===== src/rtl/joy_db15_if.sv =====
// DB15 serial joystick link: the initiator drives the shift clock and the load strobe,
// and the responder returns the serial button data.
interface joy_db15_if;
    logic joy_clk_in;
    logic joy_load_in;
    logic joy_data_out;

    modport master (
        output joy_clk_in,
        output joy_load_in,
        input  joy_data_out
    );

    modport slave (
        input  joy_clk_in,
        input  joy_load_in,
        output joy_data_out
    );
endinterface


===== src/rtl/joy_db15_responder.sv =====
// Responder end of the DB15 joystick link: a 74HC165-style parallel-in/serial-out chain
// holding both players' button words, with frame-completion and link-liveness reporting.
//
// state  | meaning
// -------+--------------------------------------------------------------
// IDLE   | out of reset, no load seen yet; chain holds all 1s
// LOADED | load seen (or still low), waiting for the first shift edge
// SHIFT  | shifting a frame, bit_cnt = shifts done so far
// DONE   | full frame shifted out, further edges only shift in 1s
module joy_db15_responder #(
    parameter int CHAIN_BITS     = 24,
    parameter int TIMEOUT_CYCLES = 4800000,
    parameter int SYNC_STAGES    = 2
) (
    input  logic        clk,
    input  logic        reset_n,
    input  logic [11:0] joystick1,
    input  logic [11:0] joystick2,
    joy_db15_if.slave   link,
    output logic        frame_done,
    output logic        link_ok
);
    localparam int CW = $clog2(CHAIN_BITS + 1);
    localparam int TW = $clog2(TIMEOUT_CYCLES + 1);
    localparam logic [CW-1:0] CNT_FULL = CW'(CHAIN_BITS);
    localparam logic [TW-1:0] TO_MAX   = TW'(TIMEOUT_CYCLES);

    typedef enum logic [1:0] {IDLE, LOADED, SHIFT, DONE} state_t;

    logic [SYNC_STAGES-1:0] clk_sync_q;
    logic [SYNC_STAGES-1:0] ld_sync_q;
    logic                   clk_prev_q;
    logic                   ld_prev_q;
    logic                   clk_s;
    logic                   ld_s;
    logic                   rise;
    logic                   ld_fall;

    logic [CHAIN_BITS-1:0]  sr_q;
    logic [CHAIN_BITS-1:0]  sr_d;
    logic [CHAIN_BITS-1:0]  load_val;
    logic                   data_q;

    logic [TW-1:0]          timeout_q;
    logic [TW-1:0]          timeout_d;
    logic                   link_ok_q;
    logic                   link_ok_d;

    state_t                 state_q;
    logic [CW-1:0]          bit_cnt_q;
    logic [CW-1:0]          bit_cnt_inc;
    logic                   frame_done_q;

    assign clk_s   = clk_sync_q[SYNC_STAGES-1];
    assign ld_s    = ld_sync_q[SYNC_STAGES-1];
    assign rise    = clk_s & ~clk_prev_q;
    assign ld_fall = ~ld_s & ld_prev_q;

    always_ff @(posedge clk) begin
        if (!reset_n) begin
            clk_sync_q <= '1;
            ld_sync_q  <= '1;
            clk_prev_q <= 1'b1;
            ld_prev_q  <= 1'b1;
        end else begin
            clk_sync_q <= {clk_sync_q[SYNC_STAGES-2:0], link.joy_clk_in};
            ld_sync_q  <= {ld_sync_q[SYNC_STAGES-2:0], link.joy_load_in};
            clk_prev_q <= clk_s;
            ld_prev_q  <= ld_s;
        end
    end

    // Load is level-sensitive and overrides any coincident shift edge.
    always_comb begin
        load_val       = '1;
        load_val[23:0] = ~{joystick2, joystick1};
        sr_d           = sr_q;
        if (!ld_s) begin
            sr_d = load_val;
        end else if (rise) begin
            sr_d = {1'b1, sr_q[CHAIN_BITS-1:1]};
        end
    end

    always_comb begin
        timeout_d = timeout_q;
        if (ld_fall) begin
            timeout_d = '0;
        end else if (timeout_q != TO_MAX) begin
            timeout_d = timeout_q + 1'b1;
        end
        link_ok_d = ld_fall | (link_ok_q & (timeout_d != TO_MAX));
    end

    always_ff @(posedge clk) begin
        if (!reset_n) begin
            sr_q      <= '1;
            data_q    <= 1'b1;
            timeout_q <= '0;
            link_ok_q <= 1'b0;
        end else begin
            sr_q      <= sr_d;
            data_q    <= sr_q[0];
            timeout_q <= timeout_d;
            link_ok_q <= link_ok_d;
        end
    end

    assign bit_cnt_inc = bit_cnt_q + 1'b1;

    always_ff @(posedge clk) begin
        if (!reset_n) begin
            state_q      <= IDLE;
            bit_cnt_q    <= '0;
            frame_done_q <= 1'b0;
        end else begin
            frame_done_q <= 1'b0;
            if (!ld_s) begin
                state_q   <= LOADED;
                bit_cnt_q <= '0;
            end else if (rise) begin
                case (state_q)
                    LOADED, SHIFT: begin
                        bit_cnt_q <= bit_cnt_inc;
                        if (bit_cnt_inc == CNT_FULL) begin
                            frame_done_q <= 1'b1;
                            state_q      <= DONE;
                        end else begin
                            state_q <= SHIFT;
                        end
                    end
                    IDLE, DONE: begin
                    end
                    default: state_q <= IDLE;
                endcase
            end
        end
    end

    assign link.joy_data_out = data_q;
    assign frame_done        = frame_done_q;
    assign link_ok           = link_ok_q;
endmodule

===== src/flat_wrapper.sv =====
// flat-port wrapper written by rule: the top's interface ports become plain ports
module joy_db15_responder_flat 
#(
    parameter int CHAIN_BITS     = 24,
    parameter int TIMEOUT_CYCLES = 4800000,
    parameter int SYNC_STAGES    = 2
)
  (clk, reset_n, joystick1, joystick2, frame_done, link_ok, link_joy_clk_in, link_joy_load_in, link_joy_data_out);
  joy_db15_if link_i ();
  input  logic clk;
  input  logic reset_n;
  input  logic [11:0] joystick1;
  input  logic [11:0] joystick2;
  output logic frame_done;
  output logic link_ok;
  input wire logic [$bits(link_i.joy_clk_in)-1:0] link_joy_clk_in;
  input wire logic [$bits(link_i.joy_load_in)-1:0] link_joy_load_in;
  output wire logic [$bits(link_i.joy_data_out)-1:0] link_joy_data_out;
  assign link_i.joy_clk_in = link_joy_clk_in;
  assign link_i.joy_load_in = link_joy_load_in;
  assign link_joy_data_out = link_i.joy_data_out;
  joy_db15_responder #(.CHAIN_BITS(CHAIN_BITS), .TIMEOUT_CYCLES(TIMEOUT_CYCLES), .SYNC_STAGES(SYNC_STAGES)) u_core (.clk(clk), .reset_n(reset_n), .joystick1(joystick1), .joystick2(joystick2), .link(link_i), .frame_done(frame_done), .link_ok(link_ok));
endmodule

===== config.mk =====
export PLATFORM = sky130hd
export DESIGN_NAME = joy_db15_responder_flat
export DESIGN_NICKNAME = d
export VERILOG_FILES = /design/src/rtl/joy_db15_if.sv /design/src/rtl/joy_db15_responder.sv /design/src/flat_wrapper.sv
export SDC_FILE = /design/constraint.sdc
export NUM_CORES = 1
export LEC_CHECK = 0
export ABC_AREA = 1
export CORE_MARGIN = 2
export CORE_UTILIZATION = 35
export DETAILED_ROUTE_END_ITERATION = 10
export DONT_BUFFER_PORTS = 1
export GPL_TIMING_DRIVEN = 0
export PLACE_DENSITY = 0.5
export SYNTH_ARGS = -nofsm -noshare
export SYNTH_HDL_FRONTEND = slang
export SYNTH_SLANG_ARGS = --single-unit

===== constraint.sdc =====
create_clock -name clk -period 1.9 [get_ports clk]
set_clock_uncertainty 0.05 [all_clocks]
set_input_delay 0.19 -clock clk [delete_from_list [all_inputs] [get_ports clk]]
set_output_delay 0.19 -clock clk [all_outputs]
set_load 0.01 [all_outputs]

# Yosys cells after proc, flatten, opt, wreduce, memory -nomap -nowiden
# Cells that the tools add are included.
dict set report totals {
  ram_bits 0
  rom_bits 0
  mem_count 0
  word_cells 42
  ff_bits 63
  out_inout_bits 3
  latchBits 0
  input_bits 28
}
dict set report classes {
  n_reduce_logical 5
  div_mod_pow 0
  n_mux 9
  add_sub_neg 2
  bitwise 7
  n_mul 0
  n_lt_le_gt_ge 0
  eq_ne 7
  n_shift 0
}
# cell count
set ops {}
lappend ops {{2-to-1 mux 24 bit} 2}
lappend ops {{2-to-1 mux 23 bit} 2}
lappend ops {{!= test 23 bit, second input constant} 2}
lappend ops {{inverter 24 bit} 1}
lappend ops {{adder 23 x 1 -> 23 bit, second input constant} 1}
lappend ops {{AND reduction 2 bit} 3}
lappend ops {{adder 5 x 1 -> 5 bit, second input constant} 1}
lappend ops {{equality test 5 bit, second input constant} 1}
lappend ops {{2-to-1 mux 1 bit} 5}
lappend ops {{!= test 2 bit, second input constant} 2}
lappend ops {{AND reduction 4 bit} 1}
lappend ops {{AND 1 bit} 3}
lappend ops {{equality test 2 x 1 -> 1 bit, second input constant} 1}
lappend ops {{equality test 2 bit, second input constant} 1}
lappend ops {{inverter 1 bit} 2}
lappend ops {{OR reduction 2 bit} 1}
lappend ops {{OR 1 bit} 1}

# Longest topological paths before layout
dict set report logic_depth {
  depth_word 6
  depth_mapped 16
  depth_no_buf 16
}

# Least setup slack after synthesis
# Ideal clock, no wire load.
dict set report synth_path {
  kind {reg-to-reg}
  from {register u_core.timeout_q[0]}
  to {register u_core.link_ok_q, in the netlist u_core.link_ok}
  path_stages_with_launch 14
  setup_ns 0.131
  path_slack_ns 0.205
  period_less_slack_ns 1.695
  arrival_time_ns 1.514
  n_path_buf 0
  required_time_ns 1.719
  cell_sequence {dfxtp_1 > ha_1 > nand3_1 > inv_2 > nand2_2 > inv_2 > nand2_2 > nor2_2 > xor2_1 > nand3_1 > nor2_1 > nand2_1 > nand2_1 > a21oi_2}
}
dict set report synth_between {
  elab_chain_cells 6
  elab_cells_between_ends 7
  classes_between {1 x add/sub; 2 x eq/ne; 2 x mux; 2 x bitwise}
}
# element line
set synth_rtl {}
lappend synth_rtl {{start, declared} joy_db15_responder.sv:44} ;# logic [TW-1:0] timeout_q;
lappend synth_rtl {{start signal, assigned} joy_db15_responder.sv:104} ;# timeout_q <= timeout_d;
lappend synth_rtl {{adder 23 x 1 -> 23 bit / != test 23 bit (equally long branches)} {joy_db15_responder.sv:90, joy_db15_responder.sv:89}}
lappend synth_rtl {{2-to-1 mux 23 bit (*)} joy_db15_responder.sv:89} ;# end else if (timeout_q != TO_MAX) begin
lappend synth_rtl {{2-to-1 mux 23 bit (*)} joy_db15_responder.sv:87} ;# if (ld_fall) begin
lappend synth_rtl {{!= test 23 bit (*)} joy_db15_responder.sv:92} ;# link_ok_d = ld_fall | (link_ok_q & (timeout_d != TO_MAX));
lappend synth_rtl {{AND 1 bit (*)} joy_db15_responder.sv:92}
lappend synth_rtl {{OR 1 bit (*)} joy_db15_responder.sv:92}
lappend synth_rtl {{end signal, assigned} joy_db15_responder.sv:105} ;# link_ok_q <= link_ok_d;
lappend synth_rtl {{end, declared} joy_db15_responder.sv:46} ;# logic link_ok_q;
# Mark *: on every way between the ends. The rest lies on a longest branch, timed or not.
# A chain may end at the register's enable or synchronous reset.

# Final worst setup path
# Same ends and word-level chain as after synthesis.

==> results_dict.tcl <==
set metrics [dict create \
    required_ns 2.07 \
    setup_violations 0 \
    synthesis.nets 460 \
    start_util 0.3639 \
    grt_pass1_wl_um 12830 \
    status "finished clean" \
    port_buffers 0 \
    synthMuxAreaShare 0 \
    worst-setup-path-type "reg2reg" \
    worstPathArrival_ns 2.04 \
    drtIter0Drc 107 \
    path_max_fanout 3 \
    final_cells 580 \
    dr.pass1.iters 4 \
    routed_wl_um 7699 \
    tritoncts "yes" \
    dieArea_um2 9344 \
    core_area_um2 8258 \
    num_rows 33 \
    synth_cell_types 30 \
    viasPerCell 4.995 \
    clk_pin_slew_ns 0.08 \
    crit_path_start_kind "register" \
    placed_cell_area_um2 3137 \
    syn-instance-count 428 \
    clk_latency_ns 0.35 \
    pwr_density_cell_nw_per_um2 815.9 \
    critical_path.max_stage_delay_ns 0.37 \
    antenna_found_initial 0 \
    boundaryPins 31 \
    synthTopCellsByArea "dfxtp_1 42%, nand2_1 16%, nor2_1 7.4%, o2111ai_1 6.7%, nand3_1 4.7%" \
    tns_ns 0 \
    slew-limit-headroom 0.5775 \
    ant_nets 0 \
    grt_pass1_vias 2772 \
    synth.avg_cell_area_um2 7.022 \
    synth_edf_count 0 \
    final_period_minus_worst_setup_slack_ns 1.869 \
    synth_adder_area_share 0.01665 \
    dp_cells 533 \
    yosysWarnings 0 \
    synth_top_family_by_area "simple AND/OR/NAND/NOR gates" \
    ys_async_sr_fraction 0 \
    leakagePower_nw 1.583 \
    ys_seq_area_frac 0.4197 \
    die_w_um 96.67 \
    endpoint_kind "register" \
    synth-compound-area-share 0.1062 \
    worst_pin_slew_ns 0.6337 \
    max_clock_freq_ghz 0.5349 \
    finalHoldViolCount 0 \
    cts_sinks 63 \
    synth_xor_area_frac 0.02331 \
    hp-class "in2reg" \
    cts-root-buf "clkbuf_8" \
    crit_top_cell "nand2_1" \
    grt_remaining_overflow 0 \
    cap_viol_max_count 0 \
    die_y_um 96.67 \
    cp_slowest_cell "dfxtp_4" \
    grt.total_usage 0.1664 \
    antennaDiodeCount 0 \
    place_congestion 0.8260 \
    layout_worst_path_cycle_share 0.9839 \
    synth_top_area_share 0.4197 \
    grt_max_degree 14 \
    synth-main-ff-cell "dfxtp_1" \
    synth_top_area_cell "dfxtp_1" \
    area_growth_pct 27.44 \
    dp_hpwl_um 5471 \
    path_cells "ha_4 -> nand3_4 -> inv_4 -> buf_4 -> buf_4 -> o21ai_0 -> nand2_1 -> nor2_1 -> nand2_1 -> nor2_1 -> nand2_1 -> nand2_1 -> a21oi_2" \
    nets 502 \
    num_vias 2897 \
    mappedNetlistArea_um2 3005 \
    routedWlPerCell_um 13.27 \
    rsz0062_at_grt "true" \
    drive_gt1_frac 0.1663 \
    synthSimpleGateAreaFrac 0.3684 \
    max-vdd-ir-drop_mv 0.5243 \
    htree_levels 3 \
    synth_seq_cells 63 \
    slew_violations 0 \
    clk_path_buf_depth 2 \
    cts_buffers 9 \
    drcViolationCount 0 \
    fin_area_um2 3830 \
]
==> stage by stage <==
step	utilization	worst slack (ns)	total power [mW]	hold slack, ns
after floorplan	-	0.2052	1.549	0.2466
after global placement	0.3798	-0.1785	1.588	0.2489
after detailed placement	0.3798	-0.1789	1.592	0.2486
after CTS	0.4535	0.0001930	3.156	0.01733
after global routing	0.4638	-0.08253	3.239	0.04670
final	0.4638	0.03051	3.125	0.01824
==> cell usage after synthesis (3+ instances only) <==
| master | n |
|---|---|
| nand2_2 | 3 |
| nand4_1 | 10 |
| dfxtp_1 | 63 |
| a21oi_1 | 10 |
| xor2_1 | 6 |
| nand2_1 | 130 |
| nor3_1 | 6 |
| inv_1 | 33 |
| nor2_2 | 10 |
| nand3_1 | 28 |
| or2_2 | 5 |
| inv_2 | 3 |
| o2111ai_1 | 23 |
| clkbuf_1 | 11 |
| nor2_1 | 59 |
| ha_1 | 4 |
| o21ai_0 | 8 |
==> layer usage <==
layer | share of wire | vias up | track usage | wire length (um)
li1 | - | 1483 | - | -
met1 | 0.44 | 1356 | 0.1998 | 3383
met2 | 0.51 | 50 | 0.2959 | 3906
met3 | 0.040 | 8 | 0.03757 | 311
met4 | 0.013 | 0 | 0.04875 | 98
met5 | 0 | - | 0 | 0
==> power by group <==
| part | switching [mW] | leakage (nW) | internal (mW) |
|---|---|---|---|
| logic | 0.119 | 0.937 | 0.102 |
| clock network | 0.611 | 0.126 | 0.892 |
| registers | 0.0306 | 0.520 | 1.37 |
| total | 0.761 | 1.58 | 2.36 |
==> worst paths after layout <==
path / from / endpoint / depth (start not counted) / slack, ns
max reg2reg: u_core.timeout_q[0] / u_core.link_ok / 13 / 0.03
min reg2reg: u_core.ld_sync_q[0] / u_core.ld_sync_q[1] / 1 / 0.37
min: reset_n / u_core.timeout_q[10] / 2 / 0.02
max: u_core.timeout_q[0] / u_core.link_ok / 13 / 0.03
==> registers in the layout, summed over array words and instances, names as in the netlist <==
register	count
u_core.bit_cnt_q	5
u_core.clk_prev_q	1
u_core.clk_sync_q	2
u_core.frame_done	1
u_core.ld_prev_q	1
u_core.ld_sync_q	2
u_core.link.joy_data_out	1
u_core.link_ok	1
u_core.sr_q	24
u_core.state_q	2
u_core.timeout_q	23
==> cells in the final DEF, fill, tap and decap left out, types with 2 or more instances in the layout <==
cell type / Yosys / routed
bufinv_16: 0 / 3
xor2_1: 6 / 6
nand3_1: 28 / 25
nor2_1: 59 / 58
inv_2: 3 / 5
ha_4: 0 / 2
clkbuf_1: 11 / 11
xnor2_1: 2 / 2
or2_2: 5 / 5
nor2_4: 1 / 6
nor2_2: 10 / 6
dlygate4sd3_1: 0 / 25
nand2_4: 0 / 2
dfxtp_2: 0 / 8
inv_4: 0 / 3
nand4_1: 10 / 10
clkbuf_8: 0 / 9
buf_4: 1 / 7
inv_6: 0 / 2
nand2_1: 130 / 125
ha_1: 4 / 2
nand3_2: 2 / 3
nor3_1: 6 / 6
nand2_2: 3 / 6
dfxtp_4: 0 / 3
o21ai_0: 8 / 7
nand3_4: 0 / 2
inv_1: 33 / 28
o2111ai_1: 23 / 23
dfxtp_1: 63 / 52
a21oi_1: 10 / 10
==> area by class of cell <==
class                   instances  area [um2]
clock inverters                 7       127.6
well taps                     105       131.4
plain buffers                  14       67.56
fillers                       871        4428
clock buffers                   9       123.9
multi-input cells             314        1655
repair buffers                 31       295.3
flip-flops and latches         63        1282
inverters                      37       146.4
==> worst max-delay path, delay by kind of cell, from the launching register on <==
kind            cells  cell delay, ns
simple gates        7            0.62
fa+ha+maj           1            0.17
compound gates      2            0.25
flops               1            0.37
buf+inv             3            0.29
==> repair_timing <==
action	CTS	global route
buffers inserted	3	3
hold endpoints to repair	25	0
resized for setup	25	24
cloned	0	0
pin swaps	5	9
endpoints found under the setup margin	1	7
hold buffers	25	0
==> kinds of logic after synthesis <==
group | count (synthesis)
buffers and inverters | 51
xor gates and xnor gates | 8
AOI/OAI and AO/OA | 45
adders and majority gates | 4
and+or+nand+nor | 257
DFF | 63
Note: power is estimated with default switching activity, not from simulation.
